### config.mk
export PLATFORM = sky130hd
export DESIGN_NAME = sdram_init_monitor
export DESIGN_NICKNAME = d
export VERILOG_FILES = /design/src/rtl/sdram_init_monitor.sv
export SDC_FILE = /design/constraint.sdc
export NUM_CORES = 1
export LEC_CHECK = 0
export BUFFER_PORTS_ARGS = -buffer_cell sky130_fd_sc_hd__buf_2
export CORE_UTILIZATION = 24
export CTS_CLUSTER_SIZE = 28
export DETAILED_ROUTE_END_ITERATION = 10
export GPL_TIMING_DRIVEN = 0
export PLACE_DENSITY = 0.38
export SLEW_MARGIN = 20
export SYNTH_ARGS = -nofsm -noshare
export SYNTH_HDL_FRONTEND = slang
export SYNTH_SLANG_ARGS = --single-unit
### constraint.sdc
create_clock -name clk -period 5.15 [get_ports clk]
set_clock_uncertainty 0.1 [all_clocks]
set_input_delay 0.515 -clock clk [delete_from_list [all_inputs] [get_ports clk]]
set_output_delay 0.515 -clock clk [all_outputs]
set_load 0.05 [all_outputs]
### src/rtl/sdram_init_monitor.sv
// Passive checker for the SDRAM power-up init sequence: PRE-all, AREFs, MSET, then tMRD.
// Optional watchdog is compiled in with `define SDRAM_MON_TIMEOUT_EN.
module sdram_init_monitor #(
    parameter int T_POWERUP = 10000,
    parameter int T_RP      = 1,
    parameter int T_RC      = 4,
    parameter int T_MRD     = 2,
    parameter int AREF_MIN  = 2,
    parameter int TIMEOUT   = 65535
) (
    input  logic        clk,
    input  logic        rst_n,
    input  logic [3:0]  cmd,
    input  logic [11:0] sdram_addr,
    output logic        init_done,
    output logic        init_err,
    output logic [2:0]  err_code,
    output logic [2:0]  mode_bl,
    output logic        mode_bt,
    output logic [2:0]  mode_cl,
    output logic [3:0]  aref_cnt
);

    localparam int PU_W  = $clog2(T_POWERUP + 1);
    localparam int MRD_W = (T_MRD > 1) ? $clog2(T_MRD) : 1;
    localparam logic [PU_W-1:0]  PU_MAX     = PU_W'(T_POWERUP);
    localparam logic [MRD_W-1:0] MRD_LAST   = MRD_W'(T_MRD - 1);
    localparam logic [8:0]       RP_GAP     = 9'(T_RP);
    localparam logic [8:0]       RC_GAP     = 9'(T_RC);
    localparam logic [3:0]       AREF_MIN_C = 4'(AREF_MIN);

    localparam logic [3:0] CMD_NOP  = 4'b0111;
    localparam logic [3:0] CMD_PRE  = 4'b0010;
    localparam logic [3:0] CMD_AREF = 4'b0001;
    localparam logic [3:0] CMD_MSET = 4'b0000;

    localparam logic [2:0] ERR_EARLY   = 3'd1;
    localparam logic [2:0] ERR_ORDER   = 3'd2;
    localparam logic [2:0] ERR_TIMING  = 3'd3;
    localparam logic [2:0] ERR_ADDR    = 3'd4;
    localparam logic [2:0] ERR_MODE    = 3'd5;
    localparam logic [2:0] ERR_SHORT   = 3'd6;

    typedef enum logic [2:0] {S_PWR, S_AREF, S_MRD, S_DONE, S_ERR} state_t;

    state_t           state_reg, state_next;
    logic [PU_W-1:0]  pu_cnt_reg;
    logic [7:0]       gap_cnt_reg;
    logic             last_pre_reg;
    logic [MRD_W-1:0] mrd_cnt_reg;
    logic             init_done_reg, init_err_reg, mode_bt_reg;
    logic [2:0]       err_code_reg, mode_bl_reg, mode_cl_reg;
    logic [3:0]       aref_cnt_reg;

    logic       is_nop, is_pre, is_aref, is_mset, pu_sat, active;
    logic [8:0] gap;
    logic       raise_err, done_set, aref_inc, mode_latch;
    logic [2:0] raise_code;

    // Deselect (cs_n high) is equivalent to NOP
    assign is_nop  = cmd[3] | (cmd == CMD_NOP);
    assign is_pre  = (cmd == CMD_PRE);
    assign is_aref = (cmd == CMD_AREF);
    assign is_mset = (cmd == CMD_MSET);
    assign pu_sat  = (pu_cnt_reg == PU_MAX);
    assign active  = (state_reg == S_PWR) || (state_reg == S_AREF) || (state_reg == S_MRD);
    // Edges elapsed since the previous command, counting this one
    assign gap     = {1'b0, gap_cnt_reg} + 9'd1;

`ifdef SDRAM_MON_TIMEOUT_EN
    localparam logic [15:0] TO_LAST = 16'(TIMEOUT - 1);
    logic [15:0] wd_cnt_reg;
    logic        timeout_hit;
    assign timeout_hit = active && pu_sat && (wd_cnt_reg == TO_LAST);
`endif

    always_comb begin
        state_next = state_reg;
        raise_err  = 1'b0;
        raise_code = 3'd0;
        done_set   = 1'b0;
        aref_inc   = 1'b0;
        mode_latch = 1'b0;
        case (state_reg)
            S_PWR: begin
                if (!is_nop) begin
                    if (is_pre && sdram_addr[10]) begin
                        state_next = S_AREF;
                    end else if (is_pre) begin
                        raise_err  = 1'b1;
                        raise_code = ERR_ADDR;
                    end else begin
                        raise_err  = 1'b1;
                        raise_code = ERR_ORDER;
                    end
                end
            end
            S_AREF: begin
                if (is_aref) begin
                    if (gap < (last_pre_reg ? RP_GAP : RC_GAP)) begin
                        raise_err  = 1'b1;
                        raise_code = ERR_TIMING;
                    end else begin
                        aref_inc = 1'b1;
                    end
                end else if (is_mset) begin
                    if (aref_cnt_reg < AREF_MIN_C) begin
                        raise_err  = 1'b1;
                        raise_code = ERR_SHORT;
                    end else if (gap < RC_GAP) begin
                        raise_err  = 1'b1;
                        raise_code = ERR_TIMING;
                    end else if ((sdram_addr[11:7] != 5'd0) || (sdram_addr[6:5] != 2'b01)) begin
                        raise_err  = 1'b1;
                        raise_code = ERR_MODE;
                    end else begin
                        mode_latch = 1'b1;
                        state_next = S_MRD;
                    end
                end else if (!is_nop) begin
                    raise_err  = 1'b1;
                    raise_code = ERR_ORDER;
                end
            end
            S_MRD: begin
                if (!is_nop) begin
                    raise_err  = 1'b1;
                    raise_code = ERR_TIMING;
                end else if (mrd_cnt_reg == MRD_LAST) begin
                    done_set   = 1'b1;
                    state_next = S_DONE;
                end
            end
            default: ;
        endcase

        // EARLY outranks every other cause detected on the same sample
        if (active && !is_nop && !pu_sat) begin
            raise_err  = 1'b1;
            raise_code = ERR_EARLY;
        end
`ifdef SDRAM_MON_TIMEOUT_EN
        if (timeout_hit && !raise_err && !done_set) begin
            raise_err  = 1'b1;
            raise_code = 3'd7;
        end
`endif
        if (raise_err) begin
            state_next = S_ERR;
            done_set   = 1'b0;
            aref_inc   = 1'b0;
            mode_latch = 1'b0;
        end
    end

    always_ff @(posedge clk or negedge rst_n) begin
        if (!rst_n) begin
            state_reg     <= S_PWR;
            pu_cnt_reg    <= '0;
            gap_cnt_reg   <= '0;
            last_pre_reg  <= 1'b0;
            mrd_cnt_reg   <= '0;
            init_done_reg <= 1'b0;
            init_err_reg  <= 1'b0;
            err_code_reg  <= 3'd0;
            mode_bl_reg   <= 3'd0;
            mode_bt_reg   <= 1'b0;
            mode_cl_reg   <= 3'd0;
            aref_cnt_reg  <= 4'd0;
        end else begin
            state_reg <= state_next;
            if (!pu_sat)
                pu_cnt_reg <= pu_cnt_reg + 1'b1;
            if (!is_nop) begin
                gap_cnt_reg  <= '0;
                last_pre_reg <= is_pre;
            end else if (gap_cnt_reg != 8'hFF) begin
                gap_cnt_reg <= gap_cnt_reg + 8'd1;
            end
            if (raise_err) begin
                init_err_reg <= 1'b1;
                err_code_reg <= raise_code;
            end
            if (done_set)
                init_done_reg <= 1'b1;
            if (aref_inc && aref_cnt_reg != 4'hF)
                aref_cnt_reg <= aref_cnt_reg + 4'd1;
            if (mode_latch) begin
                mode_bl_reg <= sdram_addr[2:0];
                mode_bt_reg <= sdram_addr[3];
                mode_cl_reg <= sdram_addr[6:4];
                mrd_cnt_reg <= '0;
            end else if (state_reg == S_MRD) begin
                mrd_cnt_reg <= mrd_cnt_reg + 1'b1;
            end
        end
    end

`ifdef SDRAM_MON_TIMEOUT_EN
    always_ff @(posedge clk or negedge rst_n) begin
        if (!rst_n)
            wd_cnt_reg <= 16'd0;
        else if (active && pu_sat && wd_cnt_reg != 16'hFFFF)
            wd_cnt_reg <= wd_cnt_reg + 16'd1;
    end
`endif

    assign init_done = init_done_reg;
    assign init_err  = init_err_reg;
    assign err_code  = err_code_reg;
    assign mode_bl   = mode_bl_reg;
    assign mode_bt   = mode_bt_reg;
    assign mode_cl   = mode_cl_reg;
    assign aref_cnt  = aref_cnt_reg;

endmodule

# == Word level (Yosys, flattened, before mapping) ==
# Index checks and enable logic that the tools add are counted.
# word_totals
output_inout_bits,16
elab_cells,110
inputBits,18
reg_bits,43
# op_classes
eq_ne,19
order_cmp,3
reduce_logical,15
muxes,55
bitwise,1
n_addsub,5
# op_table
op,n
3-bit 2-to-1 mux,20
1-bit 2-to-1 mux,27
"3-bit inequality test, second input constant",8
3-bit case mux with 3 select lines,2
8-bit 2-to-1 mux,2
"14-bit by 1-bit adder with 14-bit output, second input constant",1
"14-bit == test, second input constant",1
10-bit AND reduction,1
"8-bit by 1-bit adder with 9-bit output, second input constant",1
9-bit by 3-bit < comparator with 1-bit output,1
"9-bit by 3-bit < comparator with 1-bit output, second input constant",1
"8-bit by 1-bit adder with 8-bit output, second input constant",1
"8-bit inequality test, second input constant",1
2-bit 2-to-1 mux,3
5-bit nonzero test,1
"4-bit by 1-bit adder with 4-bit output, second input constant",1
"4-bit by 1-bit == test with 1-bit output, second input constant",1
"4-bit by 2-bit == test with 1-bit output, second input constant",1
"4-bit by 3-bit == test with 1-bit output, second input constant",1
1-bit logical AND,4
4-bit logical NOT,1
"4-bit by 2-bit < comparator with 1-bit output, second input constant",1
"2-bit by 1-bit inequality test with 1-bit output, second input constant",2
"4-bit inequality test, second input constant",1
other kinds (11),14

# == Depth between registers and ports, before layout ==
# depth
depth_word,11
ltp_mapped,10
depth_no_buf,10

# == Worst setup path before layout ==
# OpenSTA, ideal clock, no wires.
# synth_timing
kind,reg2reg
startpoint,register gap_cnt_reg[0]
endpoint,register err_code_reg[0] (netlist: err_code[0])
path_stages_with_launch,11
arrival_ps,2583
period_less_slack_ps,2814
setup_ps,132
setup_slack_ps,2336
n_path_buf,0
required_ps,4918
cell_sequence,dfrtp_1 ha_1 xnor2_1 inv_1 ha_1 a21o_1 a2111oi_1 o211a_1 a31oi_1 or3b_1 a2bb2oi_1
# synth_between
elab_chain_cells,8
word_cells_on_any_way,17
cone_classes,add/sub (1); order compare (2); mux (14)
# synth_rtl
item,line_no,source
"start, declared",48,logic [7:0] gap_cnt_reg;
"start signal, assigned",178,gap_cnt_reg <= gap_cnt_reg + 8'd1;
8-bit by 1-bit adder with 9-bit output (*),68,"assign gap = {1'b0, gap_cnt_reg} + 9'd1;"
9-bit by 3-bit < comparator with 1-bit output,110,end else if (gap < RC_GAP) begin
3-bit 2-to-1 mux / 1-bit 2-to-1 mux (equally long branches),110,
3-bit 2-to-1 mux / 1-bit 2-to-1 mux (equally long branches),107,if (aref_cnt_reg < AREF_MIN_C) begin
3-bit 2-to-1 mux / 1-bit 2-to-1 mux (equally long branches),106,end else if (is_mset) begin
3-bit 2-to-1 mux / 1-bit 2-to-1 mux (equally long branches),99,if (is_aref) begin
3-bit case mux with 3 select lines / 1-bit case mux with 3 select lines (equally long branches),84,case (state_reg)
3-bit 2-to-1 mux / 1-bit 2-to-1 mux (equally long branches),138,if (active && !is_nop && !pu_sat) begin
"end signal, assigned",182,err_code_reg <= raise_code;
"end, declared",52,"logic [2:0] err_code_reg, mode_bl_reg, mode_cl_reg;"
# Every way passes the cells marked *; elsewhere a longest branch is shown, timed or not.
# A chain may end at the register's enable or synchronous reset.

# == Final worst setup path ==
# Same ends and word-level chain as after synthesis.

==> results by group <==
Outcome
  – Outcome: complete, but fails checks
  – Violated checks: design-rule violations

Logic synthesis
  – Area of the mapped netlist: 2250 um^2
  – Synth Instances: about 210
  – Synth warnings: 0
  – Syn avg cell area: 10.9 um^2
  – Count of state elements after synthesis: 43
  – Post-synth EDFFs: 0
  – Seq/Total Area, Yosys: 0.477
  – Cell variety after synth: 58
  – Syn nets: 230
  – Synth top area cells: dfrtp_1 48%, xnor2_1 5.4%, mux2_4 3.3%, ha_1 2.8%, nand2_1 2.7%
  – Asr flop ratio synth: 1.00
  – Synth area leader: dfrtp_1
  – Top cell type's share of synthesized area: 0.477
  – Ys flop type: dfrtp_1

Cells and area
  – Non-filler instance count after layout: about 360
  – Multi-input gate area in the final layout: 1150 um^2
  – Reg area: 1080 um^2
  – Area grow syn2layout: 18.8%
  – Max reg flops: 14
  – Filler instances: roughly 960
  – Final instance area: 2680 um^2
  – Share of cells above drive strength 1: 0.238
  – Ant. Diodes: 0
  – Final layout net count: 270

CTS
  – Hold Buf Count CTS: 0
  – Buffer count from post-CTS setup fixing: 0
  – CTS Root Buffer Type: clkbuf_8
  – Clock sink count: 43
  – Clock Tree Buf Depth: 2
  – CTS Buf Count: 5
  – Clk slew on worst S/H paths: 0.09 ns
  – CTS resizes: 0
  – CTS tree: done
  – Clock Latency Late Sink: 0.29 ns
  – H-tree depth: 2

Die
  – Initial Utilization: 0.246
  – Die Area: approximately 9800 um^2
  – Die Y: 98.9 um
  – Row cnt: 35
  – IO Count: 34
  – Core Footprint: 9150 um^2
  – Die X: 98.9 um

STA
  – Min cycle time layout: 3.17 ns
  – Final setup vio count: 0
  – Final slew viol count: 0
  – Final hold violation count: 0
  – Final period utilization: 0.616
  – RSZ-0062 raised after global routing: false
  – Worst slew pin tran: ~0.56 ns
  – PnR worst setup slack: 1.98 ns
  – Rel. slew slack: 0.625
  – Highest Clock Rate: about 0.32 GHz
  – Total negative slack: 0 ns

Routing
  – DRC: 2
  – Routed Antenna Nets: 0
  – DR WL/cell: 13.1 um
  – DRT iter0 DRCs: 28
  – Drt pass-1 iters: 7
  – Routed wire length: around 4700 um
  – Via count: 1648
  – Vias/cell: 4.59

Place
  – Detailed Place HPWL: around 3400 um
  – Placement-stage cell area: 2560 um^2
  – Total placed cells including tap cells: ~350
  – Place WS: 1.98 ns
  – GPL Wtd Cong: 0.716
  – PortBufs: 33

Global route
  – First-pass GRT wire length: 8030 um
  – Pin count of the biggest net entering global routing: 44
  – All-Layer GR Usage: 0.104
  – GRT overflow: 0
  – Vias in the first global route: around 1600
  – Antenna violations before repair: 0

Worst setup path
  – Crit-path slowest cell: a2111oi_1
  – CP cell instances: ha_1, xnor2_1, inv_1, ha_1, a21o_1, a2111oi_1, o211a_1, a31oi_1, or3b_1, a2bb2oi_1
  – Cell mode on critical path: ha_1
  – CP Data Arrival Time: roughly 3.2 ns
  – Kind of critical path: reg2reg
  – Flop-to-flop setup slack: 1.98 ns
  – Critical Path End Type: flip-flop
  – Critical Path RT: 5.22 ns
  – Reg2reg path depth: 10
  – Crit path largest cell delay: 0.49 ns
  – Worst flop-to-flop path startpoint: gap_cnt_reg[0]
  – CP max FO: 6
  – Reg2reg end: err_code[0]
  – Critical path buffer and inverter count: 1
  – Startpoint Class: flip-flop
  – Critical path's top delay family: compound AO/OA/AOI/OAI gates

Min path
  – Min-Delay Path Class: in2async

Power and ir drop
  – Pwr Density: 264 nW/um^2
  – Tot Pwr: about 0.71 mW
  – Logic gate share of total power: 0.104
  – Register share of total power: 0.505
  – Worst vdd ir: about 0.095 mV
  – Sw frac: 0.261
  – Psw: 0.185 mW
  – Clock Power Share: 0.391
  – Leakage: approximately 1.3 nW
  – P_int: 0.522 mW

Run
  – Maxcap violations: 0
## per-stage QoR
step,hold slack [ns],utilization
finish,0.106,0.293
global route,0.149,0.293
CTS,0.324,0.292
detailed placement,0.353,0.280
global placement,0.350,0.280
floorplan,0.119,-
## worst max-delay path by stage
stage | startpoint | end | slack [ns] | cells past startpoint
global placement | gap_cnt_reg[0] | err_code[0] | 1.96 | 10
floorplan | gap_cnt_reg[0] | err_code[0] | 2.34 | 10
global route | gap_cnt_reg[0] | err_code[0] | 1.69 | 10
finish | gap_cnt_reg[0] | err_code[0] | 1.98 | 10
detailed placement | gap_cnt_reg[0] | err_code[0] | 1.98 | 10
CTS | gap_cnt_reg[0] | err_code[0] | 1.95 | 10
## synthesized netlist by cell type (2+ instances only)
cell type  instances
a21o_1             3
a21oi_1            7
a31oi_1            3
a32o_1             2
a32oi_1            2
and2_1             3
and3_1             4
and3b_1            2
dfrtp_1           43
ha_1               5
inv_1              5
mux2_2             2
mux2_4             5
mux2i_1            2
nand2_1           16
nand2b_1           4
nand3_1           11
nand3b_1           2
nand4_1            3
nor2_1            16
nor2b_1            3
nor3_1             4
o21ai_0            4
o2bb2ai_1          2
or4b_1             3
xnor2_1           14
xor2_1             6
## area by class of cell
cell class | instances | area share
buffer | 2 | 0.00421
tap | 111 | 0.0519
sequential | 43 | 0.402
clock inverter | 3 | 0.0178
clock buffer | 5 | 0.0257
multi-input combinational | 157 | 0.429
timing repair buffer | 33 | 0.0626
inverter | 5 | 0.00701
## kinds of logic (layout without fill, tap and decap cells)
group / count (synthesis) / after routing / synth area share
AO/OA/AOI/OAI: 37 / 37 / 0.125
XOR/XNOR: 20 / 20 / 0.0777
adder cells (fa/ha/maj): 5 / 5 / 0.0277
buffers and inverters: 7 / 48 / 0.0133
flip-flops: 43 / 43 / 0.477
multiplexers: 9 / 9 / 0.0522
AND/OR/NAND/NOR: 86 / 86 / 0.227
## per-layer routing
metal  vias up  part of all wire  GRT usage
li1        844                 -          -
met1       788              0.51      0.143
met2        14              0.46      0.165
met3         2             0.026     0.0241
met4         0            0.0066     0.0276
met5         -                 0          0
## worst register-to-register path: stages, from the launching register on
cell and delay [ns]:
dfrtp_1 0.45, ha_1 0.31, xnor2_1 0.20, inv_1 0.06
ha_1 0.26, a21o_1 0.16, a2111oi_1 0.49, o211a_1 0.24
a31oi_1 0.17, or3b_1 0.45, a2bb2oi_1 0.16
## layout by cell type, fill, tap and decap left out, types with 6 or more instances in the layout
master   instances
dfrtp_1         43
buf_2           32
nor2_1          16
nand2_1         16
xnor2_1         14
nand3_1         11
a21oi_1          7
xor2_1           6
## power by group through the flow
stage               registers [mW]  logic (mW)  clock network [mW]
floorplan                    0.369      0.0390                   0
global placement             0.364      0.0747                   0
detailed placement           0.363      0.0748                   0
CTS                          0.357      0.0751               0.290
global route                 0.359      0.0834               0.305
finish                       0.357      0.0736               0.276
Note: power is estimated with default switching activity, not from simulation.
